## src/rtl/vend_controller.sv

```systemverilog
// rtl/vend_controller.sv - coin-operated vending controller: credit, selection, dispense and change
module vend_controller #(
    parameter int PRICE_A = 15,
    parameter int PRICE_B = 20,
    parameter int TIMEOUT = 255
) (
    input  logic       clk,
    input  logic       reset,
    input  logic       coin5,
    input  logic       coin10,
    input  logic       sel_valid,
    input  logic       sel_id,
    input  logic       cancel,
    output logic       disp_req,
    output logic       disp_id,
    input  logic       disp_ack,
    output logic       chg_req,
    input  logic       chg_ack,
    output logic [5:0] credit,
    output logic       busy,
    output logic       coin_rej,
    output logic       err_low
);

    localparam logic [5:0] PRICE_A_C   = 6'(PRICE_A);
    localparam logic [5:0] PRICE_B_C   = 6'(PRICE_B);
    localparam logic [7:0] TIMEOUT_END = 8'(TIMEOUT - 1);

    typedef enum logic [1:0] {
        S_IDLE,
        S_COLLECT,
        S_DISPENSE,
        S_CHANGE
    } state_t;

    state_t     state, state_nxt;
    logic [5:0] credit_nxt;
    logic [7:0] timer, timer_nxt;
    logic       disp_id_nxt;
    logic       coin_rej_nxt;
    logic       err_low_nxt;

    logic [5:0] coin_val;
    logic [6:0] coin_total;
    logic       coins_fit;
    logic [5:0] coin_acc;
    logic [5:0] credit_acc;
    logic [5:0] price;
    logic       any_coin;

    // Value of this cycle's coins and whether they fit without exceeding 63
    always_comb begin
        any_coin   = coin5 | coin10;
        coin_val   = (coin5 ? 6'd5 : 6'd0) + (coin10 ? 6'd10 : 6'd0);
        coin_total = {1'b0, credit} + {1'b0, coin_val};
        coins_fit  = ~coin_total[6];
        coin_acc   = coins_fit ? coin_val : 6'd0;
        credit_acc = credit + coin_acc;
        price      = sel_id ? PRICE_B_C : PRICE_A_C;
    end

    // Next-state and next-register logic; cancel outranks selection, selection outranks timeout
    always_comb begin
        state_nxt    = state;
        credit_nxt   = credit;
        timer_nxt    = 8'd0;
        disp_id_nxt  = disp_id;
        coin_rej_nxt = 1'b0;
        err_low_nxt  = 1'b0;
        case (state)
            S_IDLE, S_COLLECT: begin
                coin_rej_nxt = any_coin & ~coins_fit;
                if (cancel) begin
                    credit_nxt = credit_acc;
                    state_nxt  = (credit_acc != 6'd0) ? S_CHANGE : S_IDLE;
                end else if (sel_valid) begin
                    if (credit >= price) begin
                        credit_nxt  = credit_acc - price;
                        disp_id_nxt = sel_id;
                        state_nxt   = S_DISPENSE;
                    end else begin
                        err_low_nxt = 1'b1;
                        credit_nxt  = credit_acc;
                        if (coin_acc != 6'd0) begin
                            state_nxt = S_COLLECT;
                        end
                    end
                end else if (coin_acc != 6'd0) begin
                    credit_nxt = credit_acc;
                    state_nxt  = S_COLLECT;
                end else if (state == S_COLLECT) begin
                    if (timer == TIMEOUT_END) begin
                        state_nxt = (credit != 6'd0) ? S_CHANGE : S_IDLE;
                    end else begin
                        timer_nxt = timer + 8'd1;
                    end
                end
            end
            S_DISPENSE: begin
                coin_rej_nxt = any_coin;
                if (disp_ack) begin
                    state_nxt = (credit != 6'd0) ? S_CHANGE : S_IDLE;
                end
            end
            S_CHANGE: begin
                coin_rej_nxt = any_coin;
                if (credit == 6'd0) begin
                    state_nxt = S_IDLE;
                end else if (chg_ack) begin
                    credit_nxt = credit - 6'd5;
                    if (credit == 6'd5) begin
                        state_nxt = S_IDLE;
                    end
                end
            end
            default: state_nxt = S_IDLE;
        endcase
    end

    // State and output registers; reset discards any pending transaction
    always_ff @(posedge clk) begin
        if (reset) begin
            state    <= S_IDLE;
            credit   <= 6'd0;
            timer    <= 8'd0;
            disp_id  <= 1'b0;
            coin_rej <= 1'b0;
            err_low  <= 1'b0;
        end else begin
            state    <= state_nxt;
            credit   <= credit_nxt;
            timer    <= timer_nxt;
            disp_id  <= disp_id_nxt;
            coin_rej <= coin_rej_nxt;
            err_low  <= err_low_nxt;
        end
    end

    // Handshake requests and busy flag follow directly from the registered state
    always_comb begin
        disp_req = (state == S_DISPENSE);
        chg_req  = (state == S_CHANGE) && (credit != 6'd0);
        busy     = (state == S_DISPENSE) || (state == S_CHANGE);
    end

endmodule

```

## config.mk

```make
export PLATFORM = sky130hd
export DESIGN_NAME = vend_controller
export DESIGN_NICKNAME = d
export VERILOG_FILES = /design/src/rtl/vend_controller.sv
export SDC_FILE = /design/constraint.sdc
export NUM_CORES = 1
export LEC_CHECK = 0
export CAP_MARGIN = 20
export CORE_MARGIN = 2
export CORE_UTILIZATION = 25
export CTS_BUF_LIST = sky130_fd_sc_hd__clkbuf_16
export DETAILED_ROUTE_END_ITERATION = 10
export SLEW_MARGIN = 20
export SYNTH_ARGS = -nofsm -noshare
export SYNTH_HDL_FRONTEND = slang
export SYNTH_SLANG_ARGS = --single-unit
```

## constraint.sdc

```tcl
create_clock -name clk -period 9.55 [get_ports clk]
set_input_delay 2.3875 -clock clk [delete_from_list [all_inputs] [get_ports clk]]
set_output_delay 2.3875 -clock clk [all_outputs]
set_load 0.01 [all_outputs]
```

### Word-level counts from Yosys, hierarchy flattened

Index checks and enable logic that the tools add are counted.

| storage, ports and cells | value |
|---|---|
| word-level logic and storage cells | 75 |
| input bits | 9 |
| register bits after elaboration | 19 |

| operators by class | value |
|---|---|
| equal/unequal tests | 14 |
| add/sub/neg operators | 6 |
| reduce and logical (&&, ||, !) cells | 15 |
| bitwise gates (word level) | 6 |
| $lt $le $gt $ge | 1 |
| muxes and demuxes | 27 |

Operator list:

| kind | number |
|---|---|
| two-way mux 6 bit | 6 |
| two-way mux 2 bit | 13 |
| nonzero test 6 bit | 3 |
| != test 5 bit, second input constant | 3 |
| case mux 6 bit (2 select lines) | 1 |
| two-way mux 5 bit | 2 |
| adder 8 x 1 -> 8 bit, second input constant | 1 |
| equality test 8 bit, second input constant | 1 |
| AND reduction 4 bit | 2 |
| adder 6 x 5 -> 7 bit | 1 |
| OR reduction 7 bit | 1 |
| adder 6 x 5 -> 6 bit | 1 |
| equality test 6 x 3 -> 1 bit, second input constant | 1 |
| >= comparator 6 x 5 -> 1 bit | 1 |
| zero test 6 bit | 1 |
| != test 3 bit, second input constant | 2 |
| case mux 2 bit (3 select lines) | 1 |
| AND reduction 6 bit | 1 |
| subtractor 6 x 3 -> 6 bit, second input constant | 1 |
| subtractor 6 x 5 -> 6 bit | 1 |
| adder 3 x 4 -> 5 bit | 1 |
| equality test 2 bit, second input constant | 2 |
| two-way mux 4 bit | 1 |
| != test 2 bit, second input constant | 2 |
| 15 further kinds | 19 |

### Longest topological paths before layout

| depth | value |
|---|---|
| depth in word-level cells | 10 |
| mapped depth | 16 |
| gate-level depth less buffers | 16 |

### Worst setup path before layout

OpenSTA, ideal clock, no wires.

| timing | value |
|---|---|
| path type | input-to-reg |
| start point | input port coin5 |
| end point | register credit[5] |
| stages | 16 |
| data arrival time | 5113 ps |
| data required time | 9416 ps |
| setup time | 134 ps |
| setup slack | 4303 ps |
| path through | ha_1 nand4_1 a21boi_0 o211ai_1 and2_1 ha_1 fa_1 nand3_1 nand2_1 xnor2_1 ha_1 nand2_1 nor2_1 a2111oi_4 xnor2_1 o22ai_1 |

| on the way | value |
|---|---|
| longest elaborated chain between the ends | 10 |
| elaborated cells on any way between the ends | 14 |

RTL lines:

| item | RTL line | source |
|---|---|---|
| start: declaration | 9 | `input logic coin5,` |
| two-way mux 3 bit * | 54 | `coin_val = (coin5 ? 6'd5 : 6'd0) + (coin10 ? 6'd10 : 6'd0);` |
| adder 3 x 4 -> 5 bit * | 54 |  |
| adder 6 x 5 -> 7 bit | 55 | `coin_total = {1'b0, credit} + {1'b0, coin_val};` |
| two-way mux 5 bit * | 57 | `coin_acc = coins_fit ? coin_val : 6'd0;` |
| adder 6 x 5 -> 6 bit | 58 | `credit_acc = credit + coin_acc;` |
| subtractor 6 x 5 -> 6 bit | 78 | `credit_nxt = credit_acc - price;` |
| two-way mux 6 bit | 77 | `if (credit >= price) begin` |
| two-way mux 6 bit | 76 | `end else if (sel_valid) begin` |
| two-way mux 6 bit | 73 | `if (cancel) begin` |
| case mux 6 bit (2 select lines) | 70 | `case (state)` |
| end signal: assignment | 131 | `credit <= credit_nxt;` |
| end: declaration | 19 | `output logic [5:0] credit,` |

Every way passes the cells marked *; elsewhere a longest branch is shown, timed or not. The select of a mux whose other input is x is not followed.
A chain may end at the register's enable or synchronous reset.

### Final worst setup path

Same ends and word-level chain as after synthesis.

==> results.py <==
metrics = {
    "clocking": {
        "cts_sinks": 19,
        "clockRootBuffer": "clkbuf_16",
        "clockBufferDepth": 2,
        "clk_pin_slew_ns": 0.06,
        "clkLatencyLatePin_ns": 0.25,
        "cts_tree": "yes",
        "numCtsBuffers": 3,
        "post_cts_buffers": 0,
        "cts_hold_buf": 0,
        "htreeDepth": 1,
        "cts_resized": 0,
    },
    "sta": {
        "setup_viol": 0,
        "fmax_ghz": 0.174,
        "finalCritPeriodShare_pct": 60.1,
        "fin_setup_tns_ns": 0,
        "finalMaxSlewViolations": 0,
        "fin_crit_ns": 5.74,
        "worst_hold_slack_ns": 0.495,
        "fin_skew_ns": 0.00148,
        "maxSlewHeadroom_pct": 60.7,
        "grt_setup_unrepaired": "false",
        "tightest_slew_ns": 0.589,
        "hold_viol_final": 0,
        "layout_setup_ws_ns": 3.81,
    },
    "synth": {
        "synth_seq_cells": 19,
        "synth_flop_cell": "dfxtp_1",
        "synth_area_mm2": 0.00161,
        "synth_nets": 225,
        "ys_async_sr_fraction_pct": 0,
        "synth.avg_cell_area_um2": 8.25,
        "yosysWarnings": 0,
        "synth-seq-area-share_pct": 23.6,
        "synth_edf_count": 0,
        "yosys.area.top_type": "dfxtp_1",
        "synthCells": 195,
        "synth_area_leaders": "dfxtp_1 24%, ha_1 15%, nor2_1 5.8%, xor2_1 4.9%, nand3_1 3.1%",
        "yosys.cell_types.count": 45,
        "netlist.area_leader.share_pct": 23.6,
    },
    "global_route": {
        "antenna_found_initial": 0,
        "grt_max_degree": 13,
        "grtUsageTotal_pct": 11.6,
        "grt_pass1_wl_um": 6780,
        "grt_pass1_vias": 1422,
        "grt-ovfl-total": 0,
    },
    "die": {
        "core_mm2": 0.00628,
        "fp.dieW_um": 84.2,
        "die_area_mm2": 0.00709,
        "num_rows": 29,
        "pin_count": 21,
        "initial_utilization_pct": 25.6,
        "die_y_um": 84.2,
    },
    "route": {
        "drc": 0,
        "dr.first_iter.drc_count": 73,
        "avgRoutedWirePerCell_um": 13.8,
        "ant_nets": 0,
        "viasPerCell": 5.05,
        "via_count": 1471,
        "wirelength_um": 4010,
        "firstDrtPassIters": 4,
    },
    "critical_path": {
        "worstSetupStartpointType": "primary input",
        "critical_path_depth": 17,
        "r2r_start": "credit[2]",
        "cp_max_fo": 4,
        "reg2reg_slack_ns": 5.89,
        "r2r_end": "credit[5]",
        "endpoint_kind": "register",
        "critPathRequiredTime_ns": 9.67,
        "cp.arrival_ns": 5.86,
        "slowest_delay_ns": 0.46,
        "crit_path_cell_trace": "clkdlybuf4s50_1 -> ha_1 -> nand4_1 -> a21boi_0 -> o211ai_1 -> and2_1 -> ha_1 -> fa_1 -> nand3_1 -> nand2_1 -> xnor2_1 -> ha_1 -> nand2_1 -> nor2_1 -> a2111oi_4 -> xnor2_1 -> o22ai_1",
        "endpoint": "credit[5]",
        "reg2reg_depth": 15,
        "crit_start": "coin5",
        "path_buf_inv": 1,
        "critical-path-top-delay-family": "adder cells",
        "worst-setup-path-type": "primary input to register",
        "cp_common_cell": "ha_1",
        "cpMaxStageDelayCell": "clkdlybuf4s50_1",
    },
    "placement": {
        "routabilityCongestion": 0.856,
        "pre_cts_ws_ns": 3.53,
        "dpl.hpwl_um": 3110,
        "port_buffers": 20,
    },
    "layout": {
        "final_nets": 245,
        "area_growth_pct": 21.6,
        "drive_above_1_share_pct": 4.21,
        "antennaDiodeCount": 0,
    },
    "power_and_ir_drop": {
        "peakVddDrop_mv": 0.130,
        "power.leakage_uw": 0.000790,
        "p_per_area_mw_per_mm2": 263,
    },
    "min_path": {
        "min_path_type": "register to register",
    },
    "flow_run": {
        "maxCapViolCount": 0,
    },
    "run_status": {
        "status": "completed",
    },
}
## worst min-delay path by stage
stage,start,cells past startpoint,slack [ns],endpoint
2_1_floorplan,timer[0],1,0.45,timer[0]
3_3_place_gp,timer[0],1,0.48,timer[0]
3_5_place_dp,timer[0],1,0.48,timer[0]
4_1_cts,timer[0],1,0.49,timer[0]
5_1_grt,timer[0],1,0.52,timer[0]
6_report,timer[0],1,0.49,timer[0]
## sequential cells by signal (all words and copies together) (netlist names)
register  count
coin_rej      1
credit        6
disp_id       1
err_low       1
state         2
timer         8
## layout make-up
class	count	area, µm²
Sequential cell	19	380
Multi-Input combinational cell	160	1160
Tap cell	77	96.3
Clock buffer	3	75.1
Timing Repair Buffer	20	200
Inverter	11	41.3
Fill cell	675	4320
Clock inverter	1	5.00
## through the flow
stage,util (%),instance area [µm²],power (µW),instances
final,31.2,1960,515,291
after detailed placement,29.9,1880,427,287
after CTS,31.2,1960,518,291
after floorplan,-,1610,342,195
after global placement,29.9,1880,423,287
after global routing,31.2,1960,563,291
## placed cells by master, fill, tap and decap left out, types with 2 or more instances in the layout
master / n
xnor2_1: 5
and2_1: 5
a211oi_1: 2
ha_1: 19
o211a_1: 2
fa_1: 2
nand2b_1: 2
o2bb2ai_1: 2
xor2_1: 9
a21oi_1: 8
dfxtp_1: 19
nor2b_1: 3
nor3_1: 2
nand3_1: 10
o21ai_1: 4
a31oi_1: 3
a221oi_1: 2
o22ai_1: 5
clkdlybuf4s50_1: 20
and3_1: 4
nor4_1: 2
o21ai_0: 5
nand4_1: 2
o41ai_1: 2
nand2_1: 12
o31a_1: 2
nor2_1: 25
inv_1: 11
a211o_1: 3
mux2i_1: 2
o211ai_1: 3
o21a_1: 2
clkbuf_16: 3
## per-layer routing
| metal | wire length [µm] | GRT usage, % |
|---|---|---|
| met5 | 0 | 0 |
| met2 | 1880 | 19.6 |
| met4 | 44 | 2.64 |
| met1 | 1870 | 15.4 |
| met3 | 216 | 2.06 |
## logic make-up (layout without fill, tap and decap cells)
kind of cell | Yosys count | count (layout) | share of synthesized area [%]
flops | 19 | 19 | 23.6
mux | 2 | 2 | 1.24
simple gates | 70 | 70 | 21.2
buf+inv | 16 | 35 | 4.35
xor+xnor | 14 | 14 | 7.62
compound gates | 53 | 53 | 24.7
fa+ha+maj | 21 | 21 | 17.3
## synth_stat cells (3+ instances only)
library cell	count
a211o_1	3
inv_1	11
dfxtp_1	19
o22ai_1	5
o21ai_1	4
o21ai_0	5
o211ai_1	3
a21oi_1	8
a31oi_1	3
nor2b_1	3
ha_1	19
nor2_1	25
nand3_1	10
xor2_1	9
and2_1	5
nand2_1	12
xnor2_1	5
and3_1	4
## power breakdown
part           total [µW]  internal, µW  switching (µW)
combinational         289           134             155
clock                88.0          56.2            31.8
sequential            138          94.6            43.5
total                 515           285             230
(Power assumes the default switching activity.)
